--- src/rtl/aznable_pkg.sv ---
// aznable_pkg: constants and types shared by the Aznable system block and its loaders.
//
// Contents:
//   IDX_*            ioctl/dn index values identifying the target ROM
//   REGION_SIZE_*    byte capacity of each target ROM
//   loader_state_e   rom_loader state encoding
//   region_limit()   byte capacity for a given index (0 for unknown indices)
package aznable_pkg;

  // Target ROM indices. The system block decodes dn_index with the same constants.
  localparam logic [7:0] IDX_PGROM  = 8'd0;
  localparam logic [7:0] IDX_CHROM  = 8'd1;
  localparam logic [7:0] IDX_PALROM = 8'd2;
  localparam logic [7:0] IDX_SPRROM = 8'd3;

  // Region sizes in bytes.
  localparam int unsigned REGION_SIZE_PGROM  = 32768;
  localparam int unsigned REGION_SIZE_CHROM  = 2048;
  localparam int unsigned REGION_SIZE_PALROM = 32;
  localparam int unsigned REGION_SIZE_SPRROM = 4096;

  typedef enum logic [1:0] {
    StIdle = 2'd0,
    StLoad = 2'd1,
    StHold = 2'd2
  } loader_state_e;

  // Unknown indices have zero capacity, so every byte aimed at them is rejected.
  function automatic logic [31:0] region_limit(input logic [7:0] index);
    logic [31:0] limit;
    case (index)
      IDX_PGROM:  limit = REGION_SIZE_PGROM;
      IDX_CHROM:  limit = REGION_SIZE_CHROM;
      IDX_PALROM: limit = REGION_SIZE_PALROM;
      IDX_SPRROM: limit = REGION_SIZE_SPRROM;
      default:    limit = 32'd0;
    endcase
    return limit;
  endfunction

endpackage

--- src/rtl/rom_region_check.sv ---
// rom_region_check: combinational bounds check of a download byte against its target ROM.
//
// Ports:
//   index     target ROM index (see aznable_pkg IDX_*)
//   addr      byte address within the downloaded file
//   in_range  1 when addr is below the capacity of the indexed ROM
module rom_region_check
  import aznable_pkg::*;
#(
  parameter int unsigned ADDR_WIDTH = 25
) (
  input  logic [7:0]            index,
  input  logic [ADDR_WIDTH-1:0] addr,
  output logic                  in_range
);

  logic [31:0] limit;

  always_comb begin
    limit    = region_limit(index);
    // Widen both sides so the compare is correct for any ADDR_WIDTH up to 64.
    in_range = (64'(addr) < 64'(limit));
  end

endmodule

--- src/rtl/rom_loader.sv ---
// rom_loader: converts the MiSTer ioctl download stream into the Aznable upload bus.
//
// Each accepted byte (ioctl_wr while ioctl_download is high) is range-checked against the
// size of its target ROM. In-range bytes appear on dn_addr/dn_data/dn_index with a one-cycle
// dn_wr strobe one cycle later; out-of-range bytes are dropped and set the sticky load_error.
// While program ROM (index 0) is being replaced, cpu_reset holds the CPU in reset and keeps
// it there for HOLD_CYCLES cycles afterwards; the same stretch is applied after system reset.
//
// Optional build macro:
//   ROM_LOADER_CHECKSUM_EN  adds output checksum[7:0], the mod-256 sum of the dn_data of
//                          every dn_wr pulse of the current download.
//
// Ports:
//   clk_sys         system clock
//   reset           synchronous, active-high reset
//   ioctl_download  high for the whole duration of a download
//   ioctl_index     target ROM index
//   ioctl_wr        one-cycle byte strobe
//   ioctl_addr      byte address within the file
//   ioctl_dout      byte data
//   dn_addr         upload address
//   dn_data         upload data
//   dn_index        upload target index (holds between writes)
//   dn_wr           one-cycle upload write strobe
//   cpu_reset       CPU reset request, OR'd into the system reset by the top level
//   load_done       one-cycle pulse at the end of any download
//   load_error      sticky flag, set by any out-of-range byte, cleared when a download starts
//   checksum        (ROM_LOADER_CHECKSUM_EN only) running byte sum of the current download
module rom_loader
  import aznable_pkg::*;
#(
  parameter int unsigned HOLD_CYCLES   = 16,
  parameter int unsigned DN_ADDR_WIDTH = 17
) (
  input  logic                     clk_sys,
  input  logic                     reset,
  input  logic                     ioctl_download,
  input  logic [7:0]               ioctl_index,
  input  logic                     ioctl_wr,
  input  logic [24:0]              ioctl_addr,
  input  logic [7:0]               ioctl_dout,
  output logic [DN_ADDR_WIDTH-1:0] dn_addr,
  output logic [7:0]               dn_data,
  output logic [7:0]               dn_index,
  output logic                     dn_wr,
  output logic                     cpu_reset,
  output logic                     load_done,
  output logic                     load_error
`ifdef ROM_LOADER_CHECKSUM_EN
  ,
  output logic [7:0]               checksum
`endif
);

  localparam int unsigned CntWidth = $clog2(HOLD_CYCLES + 1);

  loader_state_e       state_q;
  logic [CntWidth-1:0] hold_cnt_q;
  logic                download_q;
  logic [7:0]          index_q;

  logic in_range;
  logic byte_valid;
  logic dl_rise;
  logic dl_fall;
  logic enter_load;

  rom_region_check #(
    .ADDR_WIDTH(25)
  ) u_region_check (
    .index   (ioctl_index),
    .addr    (ioctl_addr),
    .in_range(in_range)
  );

  // A byte coinciding with the falling edge of ioctl_download is dropped naturally here.
  assign byte_valid = ioctl_wr & ioctl_download;
  assign dl_rise    = ioctl_download & ~download_q;
  assign dl_fall    = ~ioctl_download & download_q;
  // A rising edge starts a new download from IDLE or HOLD; it takes priority over the hold
  // counter expiring in the same cycle.
  assign enter_load = dl_rise & (state_q != StLoad);

  always_ff @(posedge clk_sys) begin
    if (reset) begin
      state_q    <= StHold;
      hold_cnt_q <= CntWidth'(HOLD_CYCLES);
      // Cleared so a download still high at reset release is seen as a fresh rising edge.
      download_q <= 1'b0;
      index_q    <= IDX_PGROM;
      dn_addr    <= '0;
      dn_data    <= 8'd0;
      dn_index   <= 8'd0;
      dn_wr      <= 1'b0;
      cpu_reset  <= 1'b1;
      load_done  <= 1'b0;
      load_error <= 1'b0;
`ifdef ROM_LOADER_CHECKSUM_EN
      checksum   <= 8'd0;
`endif
    end else begin
      download_q <= ioctl_download;
      dn_wr      <= 1'b0;
      load_done  <= 1'b0;

      // Upload path: only bytes that pass the range check update the bus.
      if (byte_valid && in_range) begin
        dn_wr    <= 1'b1;
        dn_addr  <= ioctl_addr[DN_ADDR_WIDTH-1:0];
        dn_data  <= ioctl_dout;
        dn_index <= ioctl_index;
      end

      if (enter_load) begin
        state_q    <= StLoad;
        index_q    <= ioctl_index;
        load_error <= 1'b0;
        // Only program ROM replacement stalls the CPU; video/sprite ROMs load live.
        cpu_reset  <= (ioctl_index == IDX_PGROM);
      end else begin
        case (state_q)
          StLoad: begin
            if (dl_fall) begin
              load_done <= 1'b1;
              if (index_q == IDX_PGROM) begin
                state_q    <= StHold;
                hold_cnt_q <= CntWidth'(HOLD_CYCLES);
                cpu_reset  <= 1'b1;
              end else begin
                state_q <= StIdle;
              end
            end
          end
          StHold: begin
            // Leaving when the count would reach zero gives exactly HOLD_CYCLES cycles in HOLD.
            if (hold_cnt_q <= CntWidth'(1)) begin
              state_q    <= StIdle;
              hold_cnt_q <= '0;
              cpu_reset  <= 1'b0;
            end else begin
              hold_cnt_q <= hold_cnt_q - CntWidth'(1);
            end
          end
          default: begin
            state_q <= StIdle;
          end
        endcase
      end

      // After the download-start clear so an error in the very first cycle is not lost.
      if (byte_valid && !in_range) begin
        load_error <= 1'b1;
      end

`ifdef ROM_LOADER_CHECKSUM_EN
      // The last dn_wr of a download lands no later than the load_done cycle, so the sum is
      // final from then on until the next download starts.
      if (enter_load) begin
        checksum <= 8'd0;
      end else if (dn_wr) begin
        checksum <= checksum + dn_data;
      end
`endif
    end
  end

endmodule

--- config.mk ---
export PLATFORM = sky130hd
export DESIGN_NAME = rom_loader
export DESIGN_NICKNAME = d
export VERILOG_FILES = /design/src/rtl/aznable_pkg.sv /design/src/rtl/rom_region_check.sv /design/src/rtl/rom_loader.sv
export SDC_FILE = /design/constraint.sdc
export NUM_CORES = 1
export LEC_CHECK = 0
export CORE_MARGIN = 3
export CORE_UTILIZATION = 46
export DETAILED_ROUTE_END_ITERATION = 12
export PLACE_DENSITY_LB_ADDON = 0.12
export SYNTH_ARGS = -nofsm -noshare
export SYNTH_HDL_FRONTEND = slang
export SYNTH_SLANG_ARGS = --single-unit
--- constraint.sdc ---
create_clock -name clk_sys -period 3.9 [get_ports clk_sys]
set_input_delay 0.585 -clock clk_sys [delete_from_list [all_inputs] [get_ports clk_sys]]
set_output_delay 0.585 -clock clk_sys [all_outputs]
set_load 0.01 [all_outputs]
== Word-level counts from Yosys, hierarchy flattened ==
Index checks and enable logic that the tools add are counted.
Widths: inputs -> output; s select.

* Input bits: 45
* Logic and storage cells: 64
* Register bits after elaboration: 53
* Output and inout bits: 37

* $lt $le $gt $ge: 2
* Mux-type cells: 19
* Eq/ne operators: 11
* Bitwise logic cells: 8
* Add/subtract/negate cells: 1
* Reduce and logical (&&, ||, !) cells: 12

{| class="wikitable"
|+ Operators with widths
! kind !! count
|-
| $pmux 16 s4 || 1
|-
| $lt 25x16->1 || 1
|-
| $eq 8x2->1 const B || 2
|-
| $logic_not 8->1 || 2
|-
| $mux 5 || 3
|-
| $pmux 5 s2 || 1
|-
| $ne 3x3->1 const B || 3
|-
| $eq 8x1->1 const B || 1
|-
| $mux 1 || 8
|-
| $mux 2 || 4
|-
| $reduce_and 4->1 || 2
|-
| $le 5x1->1 const B || 1
|-
| $sub 5x1->5 const B || 1
|-
| $and 1x1->1 || 4
|-
| $ne 2x2->1 const B || 2
|-
| $not 1->1 || 4
|-
| $pmux 2 s2 || 1
|-
| $reduce_bool 2->1 || 2
|-
| $reduce_bool 3->1 || 1
|-
| $reduce_or 3->1 || 1
|-
| $eq 2x1->1 const B || 1
|-
| $eq 2x2->1 const B || 1
|-
| $logic_and 1x1->1 || 2
|-
| $ne 2x1->1 const B || 1
|-
| 3 further kinds || 3
|}

== Logic depth before layout (Yosys ltp) ==
* Depth in word-level cells: 6
* Mapped depth: 9
* Depth with buffers taken out: 8

== Hierarchy ==
Synthesis repeated with hierarchy kept, for this count alone.

* Cells, all modules: 268
* Area total of the unflattened synthesis: 2247.2 um^2

{| class="wikitable"
|+ By module, submodules not included
! module !! area an instance (um^2) !! instances !! cells each
|-
| rom_loader || 2080.7 || 1 || 247
|-
| rom_region_check || 166.4 || 1 || 21
|}

== Worst setup path after synthesis ==
Ideal clock, no wire load.

* Path kind: input to register
* From: input port ioctl_index[2]
* To: register dn_addr[10]
* Arrival: 3.165 ns
* Path buffers: 1
* Slack: 0.663 ns
* Stages on the path: 9
* Cell sequence: or4_4 > nor3_1 > nand3_1 > ha_1 > a2111oi_0 > nor3b_1 > a2111oi_4 > buf_6 > mux2i_1

* Word-level cells in the longest chain between the ends: 4
* Elaborated cells on any way between the ends: 7

{| class="wikitable"
|+ RTL lines
! element !! line !! text
|-
| start: declaration || rom_loader.sv:38 || <nowiki>input logic [7:0] ioctl_index,</nowiki>
|-
| $eq 8x2->1, or another cell as far along || aznable_pkg.sv:31 || <nowiki>case (index)</nowiki>
|-
| $pmux 16 s4 * || aznable_pkg.sv:31 ||
|-
| $lt 25x16->1 * || rom_region_check.sv:22 || <nowiki>in_range = (64'(addr) < 64'(limit));</nowiki>
|-
| $logic_and 1x1->1 * || rom_loader.sv:107 || <nowiki>if (byte_valid && in_range) begin</nowiki>
|-
| end signal: assignment || rom_loader.sv:109 || <nowiki>dn_addr <= ioctl_addr[DN_ADDR_WIDTH-1:0];</nowiki>
|-
| end: declaration || rom_loader.sv:42 || <nowiki>output logic [DN_ADDR_WIDTH-1:0] dn_addr,</nowiki>
|}

Mark *: on every way between the ends. The rest lies on a longest branch, timed or not.
A chain may end at the register's enable or synchronous reset.

== Worst setup path after layout ==
* From: input port ioctl_index[2]
* To: register dn_addr[11]

Same word-level chain as after synthesis.

==> metrics.md <==
| Metric | Value |
|---|---|
| Status | finished, final reports clean |
| Yosys top cell area share | 42.8% |
| RD Place Congestion | 0.835 |
| CTS clk-pin slew, worst paths | 0.09 ns |
| Slew Viols, Final | 0 |
| Main combinational cell family by area after synthesis | simple AND/OR/NAND/NOR gates |
| Nets | 411 |
| CTS Sinks | 53 |
| Die Ht | 79.4 um |
| Comb pwr share | 17.7% |
| Cell taking the most area after synthesis | dfxtp_1 |
| Synthesized net count | 330 |
| CTS Buf Count | 5 |
| Yosys reg bits | 53 |
| Final setup violation count | 0 |
| CP Launch Type | input port |
| Share of post-route cells with drive strength above 1 | 6.94% |
| WL per Instance | 13.7 um |
| Hold Path Cell Cnt | 2 |
| Footprint of the multi-input gates | 1320 um^2 |
| Synth-to-layout area growth | 39.9% |
| PostCTS Resize Cnt | 0 |
| Compound-Gate Fraction of Synth Area | 9.79% |
| Post-Synth Adder-Cell Area | 3.53% |
| Drt total wl | 5890 um |
| WP data required | 4.13 ns |
| Post-synthesis mux area share | 13.3% |
| DRT iter0 DRCs | 96 |
| RSZ-0062 raised after global routing | no |
| Simple-gate portion of the synthesized area | 26.5% |
| CTS tree | done |
| Register area share after synthesis | 42.8% |
| Core area | 5170 um^2 |
| Psw | 295 uW |
| Via count | 2,198 |
| CTS H-tree depth | 2 |
| Worst Max-Slew Pin Slew | 0.976 ns |
| Worst reg2reg path depth | 5 |
| Post-CTS Setup Inserts | 0 |
| Achievable frequency | 283 MHz |
| Initial antenna violation count | 0 |
| First-pass GRT wire length | 9790 um |
| Maximum vdd ir drop | 0.214 mV |
| Std-Cell Rows | 26 |
| Final period util | 90.7% |
| Total grt overflow | 0 |
| Commonest non-fill, non-tap cell in the layout | nand2_1 |
| Worst Setup Path Type | in -> reg |
| Final min period | 3.54 ns |
| Port-buffer cells | 81 |
| Total track usage | 19.5% |
| CTS Buffer Depth | 2 |
| Hold Crit Class | reg -> reg |
| Antenna fix cells | 0 |
| Max-cap violations | 0 |
| Worst Skew | 0.00293 ns |
| Mapped Area | 2480 um^2 |
| Hpwl dp | 4360 um |
| Fillers | 436 |
| Drt drc | 0 |
| Pre-Repair DR Iteration Count | 4 |
| Initial core utilization | 47.9% |
| Sequential cell area | 1060 um^2 |
| Final core utilization | 67.0% |
| P_leak | 1.26 nW |
| Post-route ant nets | 0 |
| Power share of the clock group | 30.2% |
| Largest cells by area after synthesis | dfxtp_1 43%, mux2i_1 13%, nand2_1 13% |
| Root Buffer | clkbuf_8 |
| Reg power frac | 52.1% |
| Vias in the first global route | 2,145 |
| Switching part of the total | 26.7% |
| Power Density | 318 nW/um^2 |
| Netlist cell types | 41 |
| Ports | 82 |
| Cts hold-fix bufs | 0 |
| Largest net degree at the start of global routing | 67 |
| Crit. End Element | register |
| Die area | 6310 um^2 |
| Internal power | 809 uW |
| Die Wd | 79.4 um |
| Clock latency on the worst-skew pair | 0.30 ns |
| XOR/XNOR Fraction of Synth Area | 0% |
| Mapped Cells | 278 |
| Via density | 5.11 |
| Final Hold Vio Count | 0 |
| Setup TNS | 0 ns |
| Rel. slew slack | 34.8% |
| Critical Path Fanout Max | 26 |
| Worst EP arrival | 3.77 ns |
| Avg Cell Area, Syn | 8.92 um^2 |
| Overall power | 1.10 mW |
| Most frequent cells in the layout | 87 x nand2_1, 81 x clkdlybuf4s50_1, 53 x dfxtp_1 |
| Yosys warnings | 0 |
==> path summary, 6_finish.rpt <==
check                               start                          to  slack (ns)
setup / recovery           ioctl_index[2]    dn_addr[11]$_SDFFE_PP0P_        0.36
hold / removal    index_q[2]$_SDFFE_PP0P_     index_q[2]$_SDFFE_PP0P_        0.46
hold reg to reg   index_q[2]$_SDFFE_PP0P_     index_q[2]$_SDFFE_PP0P_        0.46
setup reg to reg  state_q[0]$_SDFFE_PP0P_  hold_cnt_q[4]$_SDFFE_PP1P_        1.77
==> area by class of cell <==
cell class	count	share of cell area, %
clock inverters	2	0.505
inverters	7	0.758
clock buffers	6	2.38
repair buffers	88	25.3
well taps	70	2.53
flip-flops and latches	53	30.6
multi-input cells	204	38.0
==> per-stage QoR <==
step / setup WS [ns] / hold WS, ns / instances / instance area (um^2)
after floorplan: 0.663 / 0.436 / 278 / 2480
after global placement: 0.236 / 0.441 / 422 / 3370
after detailed placement: 0.0571 / 0.446 / 422 / 3370
after CTS: 0.355 / 0.462 / 430 / 3470
after global routing: 0.0867 / 0.473 / 430 / 3470
final: 0.362 / 0.460 / 430 / 3470
==> critical path, stage by stage <==
cell and delay (ns):
clkdlybuf4s50_1 0.44, or4_4 0.58, nor3_1 0.23, nand3_1 0.12, ha_1 0.32, a2111oi_0 0.42
nor3b_1 0.16, a2111oi_4 0.42, buf_12 0.25, mux2i_1 0.22
==> state kept, by name (all words and copies together), names as in the netlist <==
register	flops
hold_cnt_q	5
dn_index	8
index_q	8
dn_wr	1
dn_addr	17
state_q	2
dn_data	8
cpu_reset	1
load_error	1
load_done	1
download_q	1
==> power groups by stage <==
stage	sequential, mW	combinational (mW)	clock (mW)
6_report	0.575	0.196	0.333
5_1_grt	0.578	0.222	0.361
4_1_cts	0.575	0.197	0.341
3_5_place_dp	0.587	0.196	0
3_3_place_gp	0.586	0.193	0
2_1_floorplan	0.585	0.110	0
==> cells by family after synthesis <==
logic type,count (synthesis)
muxes,33
adders and majority gates,7
and+or+nand+nor,131
buffers and inverters,21
DFF,53
AOI/OAI and AO/OA,33
==> routing by layer <==
| metal | vias up | track usage (%) | part of all wire, % |
|---|---|---|---|
| met2 | 61 | 34.2 | 48 |
| met3 | 11 | 5.30 | 6.5 |
| met5 | - | 0 | 0 |
| met1 | 1004 | 22.6 | 44 |
| li1 | 1122 | - | - |
| met4 | 0 | 7.39 | 2.1 |
==> cell usage after synthesis, drive strengths merged <==
master	number
a2111oi	3
a211o	2
a21boi	1
a21oi	12
a221o	2
a311oi	1
a31oi	1
a32o	2
and2	1
and4b	1
buf	3
clkbuf	11
dfxtp	53
ha	7
inv	7
mux2i	33
nand2	87
nand2b	2
nand3	2
nand3b	1
nand4b	1
nor2	6
nor2b	4
nor3	7
nor3b	3
nor4	3
nor4b	1
o21ai	5
o21bai	1
o2bb2ai	1
o31ai	1
o32ai	1
or2	2
or3	3
or3b	1
or4	4
or4b	2
Note: power is estimated with default switching activity, not from simulation.
